===== src/rtl/uart_tx_fifo.sv =====
`default_nettype none
// ============================================================================
// Module      : uart_tx_fifo
// Description : Transmit FIFO that queues bytes and paces them into the
//               UART core on tx_busy. Optional statistics enabled by
//               defining UART_TX_FIFO_STATS_EN.
// Revision    : 1.0 - initial release
// ============================================================================
module uart_tx_fifo #(
    parameter int DATA_WIDTH   = 8,
    parameter int ADDR_BITS    = 8,
    parameter int BUSY_TIMEOUT = 64
) (
    input  logic                  clk,
    input  logic                  reset,
    input  logic                  clear,
    input  logic                  wr_en,
    input  logic [DATA_WIDTH-1:0] wr_data,
    output logic                  full,
    output logic                  empty,
    output logic [ADDR_BITS:0]    count,
    output logic                  tx_valid,
    output logic [DATA_WIDTH-1:0] tx_data,
    input  logic                  tx_busy,
    output logic                  idle,
    output logic                  overflow,
    output logic [15:0]           drop_cnt
);

    localparam int c_DEPTH   = 1 << ADDR_BITS;
    localparam int c_TIMER_W = (BUSY_TIMEOUT > 1) ? $clog2(BUSY_TIMEOUT) : 1;

    localparam logic [ADDR_BITS:0]   c_FULL_COUNT = {1'b1, {ADDR_BITS{1'b0}}};
    localparam logic [c_TIMER_W-1:0] c_TIMER_LAST = c_TIMER_W'(BUSY_TIMEOUT - 1);

    typedef enum logic [1:0] {
        S_IDLE    = 2'd0,
        S_WAIT_HI = 2'd1,
        S_WAIT_LO = 2'd2
    } state_t;

    state_t                  r_state;
    state_t                  w_state_next;
    logic [c_TIMER_W-1:0]    r_timer;
    logic [c_TIMER_W-1:0]    w_timer_next;
    logic                    w_launch;

    logic [DATA_WIDTH-1:0]   r_mem [c_DEPTH];
    logic [ADDR_BITS-1:0]    r_wr_ptr;
    logic [ADDR_BITS-1:0]    r_rd_ptr;
    logic [ADDR_BITS:0]      r_count;
    logic [ADDR_BITS:0]      w_count_next;
    logic                    r_full;
    logic                    r_empty;
    logic                    w_wr_ok;
    logic                    r_tx_valid;
    logic [DATA_WIDTH-1:0]   r_tx_data;

    // Full is the registered flag, so a pop in the same cycle never frees
    // a slot for a concurrent write.
    assign w_wr_ok = wr_en && !r_full && !clear;

    always_comb begin
        w_count_next = r_count;
        if (clear) begin
            w_count_next = '0;
        end else begin
            case ({w_wr_ok, w_launch})
                2'b10:   w_count_next = r_count + 1'b1;
                2'b01:   w_count_next = r_count - 1'b1;
                default: w_count_next = r_count;
            endcase
        end
    end

    always_ff @(posedge clk) begin
        if (w_wr_ok) begin
            r_mem[r_wr_ptr] <= wr_data;
        end
    end

    always_ff @(posedge clk) begin
        if (reset) begin
            r_wr_ptr <= '0;
            r_rd_ptr <= '0;
            r_count  <= '0;
            r_full   <= 1'b0;
            r_empty  <= 1'b1;
        end else begin
            if (clear) begin
                r_wr_ptr <= '0;
                r_rd_ptr <= '0;
            end else begin
                if (w_wr_ok) begin
                    r_wr_ptr <= r_wr_ptr + 1'b1;
                end
                if (w_launch) begin
                    r_rd_ptr <= r_rd_ptr + 1'b1;
                end
            end
            r_count <= w_count_next;
            r_full  <= (w_count_next == c_FULL_COUNT);
            r_empty <= (w_count_next == '0);
        end
    end

    always_ff @(posedge clk) begin
        if (reset) begin
            r_state <= S_IDLE;
            r_timer <= '0;
        end else begin
            r_state <= w_state_next;
            r_timer <= w_timer_next;
        end
    end

    always_comb begin
        w_state_next = r_state;
        w_timer_next = r_timer;
        w_launch     = 1'b0;
        case (r_state)
            S_IDLE: begin
                if (!r_empty && !tx_busy) begin
                    w_launch     = 1'b1;
                    w_timer_next = '0;
                    w_state_next = S_WAIT_HI;
                end
            end
            S_WAIT_HI: begin
                // Give up waiting for the core to acknowledge after the timeout.
                if (tx_busy) begin
                    w_state_next = S_WAIT_LO;
                end else if (r_timer == c_TIMER_LAST) begin
                    w_state_next = S_IDLE;
                end else begin
                    w_timer_next = r_timer + 1'b1;
                end
            end
            S_WAIT_LO: begin
                if (!tx_busy) begin
                    w_state_next = S_IDLE;
                end
            end
            default: begin
                w_state_next = S_IDLE;
            end
        endcase
    end

    always_ff @(posedge clk) begin
        if (reset) begin
            r_tx_valid <= 1'b0;
            r_tx_data  <= '0;
        end else begin
            r_tx_valid <= w_launch;
            if (w_launch) begin
                r_tx_data <= r_mem[r_rd_ptr];
            end
        end
    end

`ifdef UART_TX_FIFO_STATS_EN
    logic        r_overflow;
    logic [15:0] r_drop_cnt;

    always_ff @(posedge clk) begin
        if (reset) begin
            r_overflow <= 1'b0;
            r_drop_cnt <= '0;
        end else if (wr_en && r_full) begin
            r_overflow <= 1'b1;
            if (r_drop_cnt != 16'hFFFF) begin
                r_drop_cnt <= r_drop_cnt + 1'b1;
            end
        end
    end

    assign overflow = r_overflow;
    assign drop_cnt = r_drop_cnt;
`else
    assign overflow = 1'b0;
    assign drop_cnt = 16'h0000;
`endif

    assign full     = r_full;
    assign empty    = r_empty;
    assign count    = r_count;
    assign tx_valid = r_tx_valid;
    assign tx_data  = r_tx_data;
    assign idle     = r_empty && (r_state == S_IDLE);

endmodule
`default_nettype wire


===== config.mk =====
export PLATFORM = sky130hd
export DESIGN_NAME = uart_tx_fifo
export DESIGN_NICKNAME = d
export VERILOG_FILES = /design/src/rtl/uart_tx_fifo.sv
export SDC_FILE = /design/constraint.sdc
export NUM_CORES = 2
export LEC_CHECK = 0
export ABC_AREA = 0
export CAP_MARGIN = 20
export CORE_UTILIZATION = 65
export CTS_BUF_LIST = sky130_fd_sc_hd__clkbuf_8
export CTS_CLUSTER_SIZE = 12
export DETAILED_ROUTE_END_ITERATION = 10
export PLACE_DENSITY = 0.81
export RECOVER_POWER = 25
export REMOVE_ABC_BUFFERS = 1
export SETUP_SLACK_MARGIN = 0.5
export SYNTH_ARGS = -nofsm -noshare
export SYNTH_HDL_FRONTEND = slang
export SYNTH_SLANG_ARGS = --single-unit

===== constraint.sdc =====
create_clock -name clk -period 8.85 [get_ports clk]
set_input_delay 0.885 -clock clk [delete_from_list [all_inputs] [get_ports clk]]
set_output_delay 0.885 -clock clk [all_outputs]
set_load 0.05 [all_outputs]

==> impl_metrics.ini <==
[run_status]
status = finished with violations
violations = max-capacitance violations, max-slew violations

[worst_setup_path]
start_kind = input pin
crit_slowest_cell = clkbuf_1
r2r_slack_ns = 4.35
crit_path_frequent_cell = buf_4
cp_top_family = buffers and inverters
cp_slowest_stage_delay_ns = 4.00
r2r-end = tx_data[0]
crit_buf_inv = 3
reg2reg_depth = 9
crit_end = r_mem[12][6]
worstPathMaxFanout = 117
worstPathRequired_ns = 9.52
crit_chain = clkbuf_1, buf_4, buf_4
cp-end-kind = flop
worst-setup-path-type = in -> reg
rr_startpoint = r_rd_ptr[1]
critical_path_depth = 3
critPathArrivalTime_ns = 7.10
crit_start = wr_data[6]

[placement]
place_congestion = 0.9013
dp_hpwl_mm = 116.5
dp.cells = 5625
port_buffers = 33

[final_layout]
post-route-util_pct = 71.40
final_cells = 6191
num-nets-final = 4331
fillCellCount = 7082
mostFrequentLayoutCells = edfxtp_1, mux4_2, clkbuf_8
mostFrequentLayoutCell = edfxtp_1
syn_to_final_growth_pct = 8.863
drive_above_1_share_pct = 20.70

[timing]
drv_slew = 844
max_clock_freq_mhz = 155.5
fin_worst_skew_ns = 0.06830
max_slew.worst_pin.slew_ns = 5.893
setup_tns_ns = 0
finalHoldViolCount = 0
max_slew_margin_pct = -292.9
fin_crit_ns = 6.432
holdWs_ns = 0.5096
post-route-period-util_pct = 72.68
setup-violations-final = 0
rsz0062_at_grt = no

[cts]
clk_latency_ns = 1.03
cts_resized = 0
ctsHoldBuffers = 0
htreeDepth = 5
clk_pin_slew_ns = 0.06
postCtsSetupBuffers = 0
tritoncts = yes
cts.sinks = 2092
ctsLongestPathBuffers = 4
cts_root_buffer = clkbuf_8
cts_inserted_buffers = 330

[floorplan]
initial_utilization_pct = 65.59
num_rows = 130
chipWidth_um = 358.2
io_pins = 51
die_height_um = 358.2
core-area_mm2 = 0.1257
die_area_mm2 = 0.1283

[global_route]
grt_pass1_vias = 42782
grtUsageMet3_pct = 8.518
track_usage_pct = 31.88
met1_usage_pct = 44.69
grt_pass1_wl_mm = 290.6
grt_max_degree = 163
grt_antenna_before_repair = 7
overflow = 0
grt.busiest_layer = met2
use_met2_pct = 47.77

[worst_hold_path]
min_path_type = reg -> reg

[power]
leakagePower_nw = 26.96
pwr_density_cell_mw_per_mm2 = 208.3
ir_drop_mv = 0.1887

[yosys]
ys.flop_type = edfxtp_1
ys_seq_elements = 2092
synth_cell_type_count = 73
synth-seq-area-share_pct = 75.64
synthArstFlopShare_pct = 0
synthCells = 4140
synth_edf_count = 2048
yosys_warnings = 0
avgSynthCellArea_um2 = 19.92
synthesis.area_mm2 = 0.08247

[route]
wl_mm = 202.0
drt-initial-drc-count = 6803
avgViaCountPerCell = 7.019
wire_per_inst_um = 32.63
vias = 43452
ant_nets = 0
first_pass_iters = 6
drc = 0

[run]
maxCapViolations = 10
state kept, by name, summed over array words and instances (netlist names):
register,flops
r_rd_ptr,8
tx_data,8
count,9
r_state,2
tx_valid,1
r_mem,2048
r_wr_ptr,8
full,1
r_timer,6
empty,1
report_power, final:
part / switching (mW) / leakage [nW] / internal (mW)
Sequential: 0.00790 / 18.8 / 10.9
Clock: 3.64 / 3.39 / 3.81
Combinational: 0.283 / 4.80 / 0.0808
metrics by stage:
| stage | setup WS, ns | total power [mW] | cell area, um^2 |
|---|---|---|---|
| 2_1_floorplan | -16.85 | 11.33 | 80850 |
| 3_3_place_gp | 3.626 | 11.44 | 83860 |
| 3_5_place_dp | 3.536 | 11.45 | 83980 |
| 4_1_cts | 4.367 | 18.72 | 89790 |
| 5_1_grt | 2.104 | 19.17 | 89780 |
| 6_report | 2.418 | 18.71 | 89780 |
how the worst min path moves through the flow:
stage / startpoint / depth (start not counted) / end / slack (ns)
floorplan: r_timer[5] / 2 / r_timer[5] / 0.46
global placement: r_timer[5] / 2 / r_timer[5] / 0.47
detailed placement: r_timer[5] / 2 / r_timer[5] / 0.50
CTS: wr_data[4] / 1 / r_mem[64][4] / 0.40
global route: tx_busy / 2 / r_state[1] / 0.51
finish: r_timer[5] / 2 / r_timer[5] / 0.51
Yosys cell counts, types with 46 or more instances:
cell | count | area (um^2)
buf_2 | 48 | 240.2
edfxtp_1 | 2048 | 61500
o22ai_1 | 61 | 381.6
nor2_1 | 304 | 1141
clkbuf_1 | 125 | 469.2
mux2i_1 | 229 | 2292
a211oi_1 | 69 | 518.0
nand2_1 | 154 | 578.1
o221ai_1 | 92 | 805.8
mux4_2 | 431 | 9707
a21oi_1 | 46 | 230.2
area by class of cell:
cell class                 instances  area, um^2  share of cell area (%)
multi-input combinational       1775       18480                   20.58
clock inverter                   218        1080                   1.203
inverter                          13       51.30                 0.05714
clock buffer                     344        4735                   5.274
timing repair buffer              98       973.4                   1.084
antenna                            1       2.502                0.002787
tap                             1650        2064                   2.300
sequential                      2092       62390                   69.50
cells by family after synthesis:
family | Yosys count | share of synthesized area (%)
flip-flops | 2092 | 75.64
multiplexers | 674 | 14.74
AND/OR/NAND/NOR | 644 | 3.444
AO/OA/AOI/OAI | 407 | 3.682
buffers and inverters | 289 | 2.101
XOR/XNOR | 25 | 0.2655
adder cells (fa/ha/maj) | 8 | 0.1214
other | 1 | 0.004547
routing by layer:
| metal | wire length [um] | vias up |
|---|---|---|
| li1 | - | 17429 |
| met1 | 72140 | 22080 |
| met2 | 94280 | 3427 |
| met3 | 26040 | 512 |
| met4 | 9505 | 4 |
| met5 | 27 | - |
worst min-delay path: stages (launching register included):
cell	delay, ns
dfxtp_1	0.32
o21ai_0	0.08
a21oi_1	0.06
(Power assumes the default switching activity.)
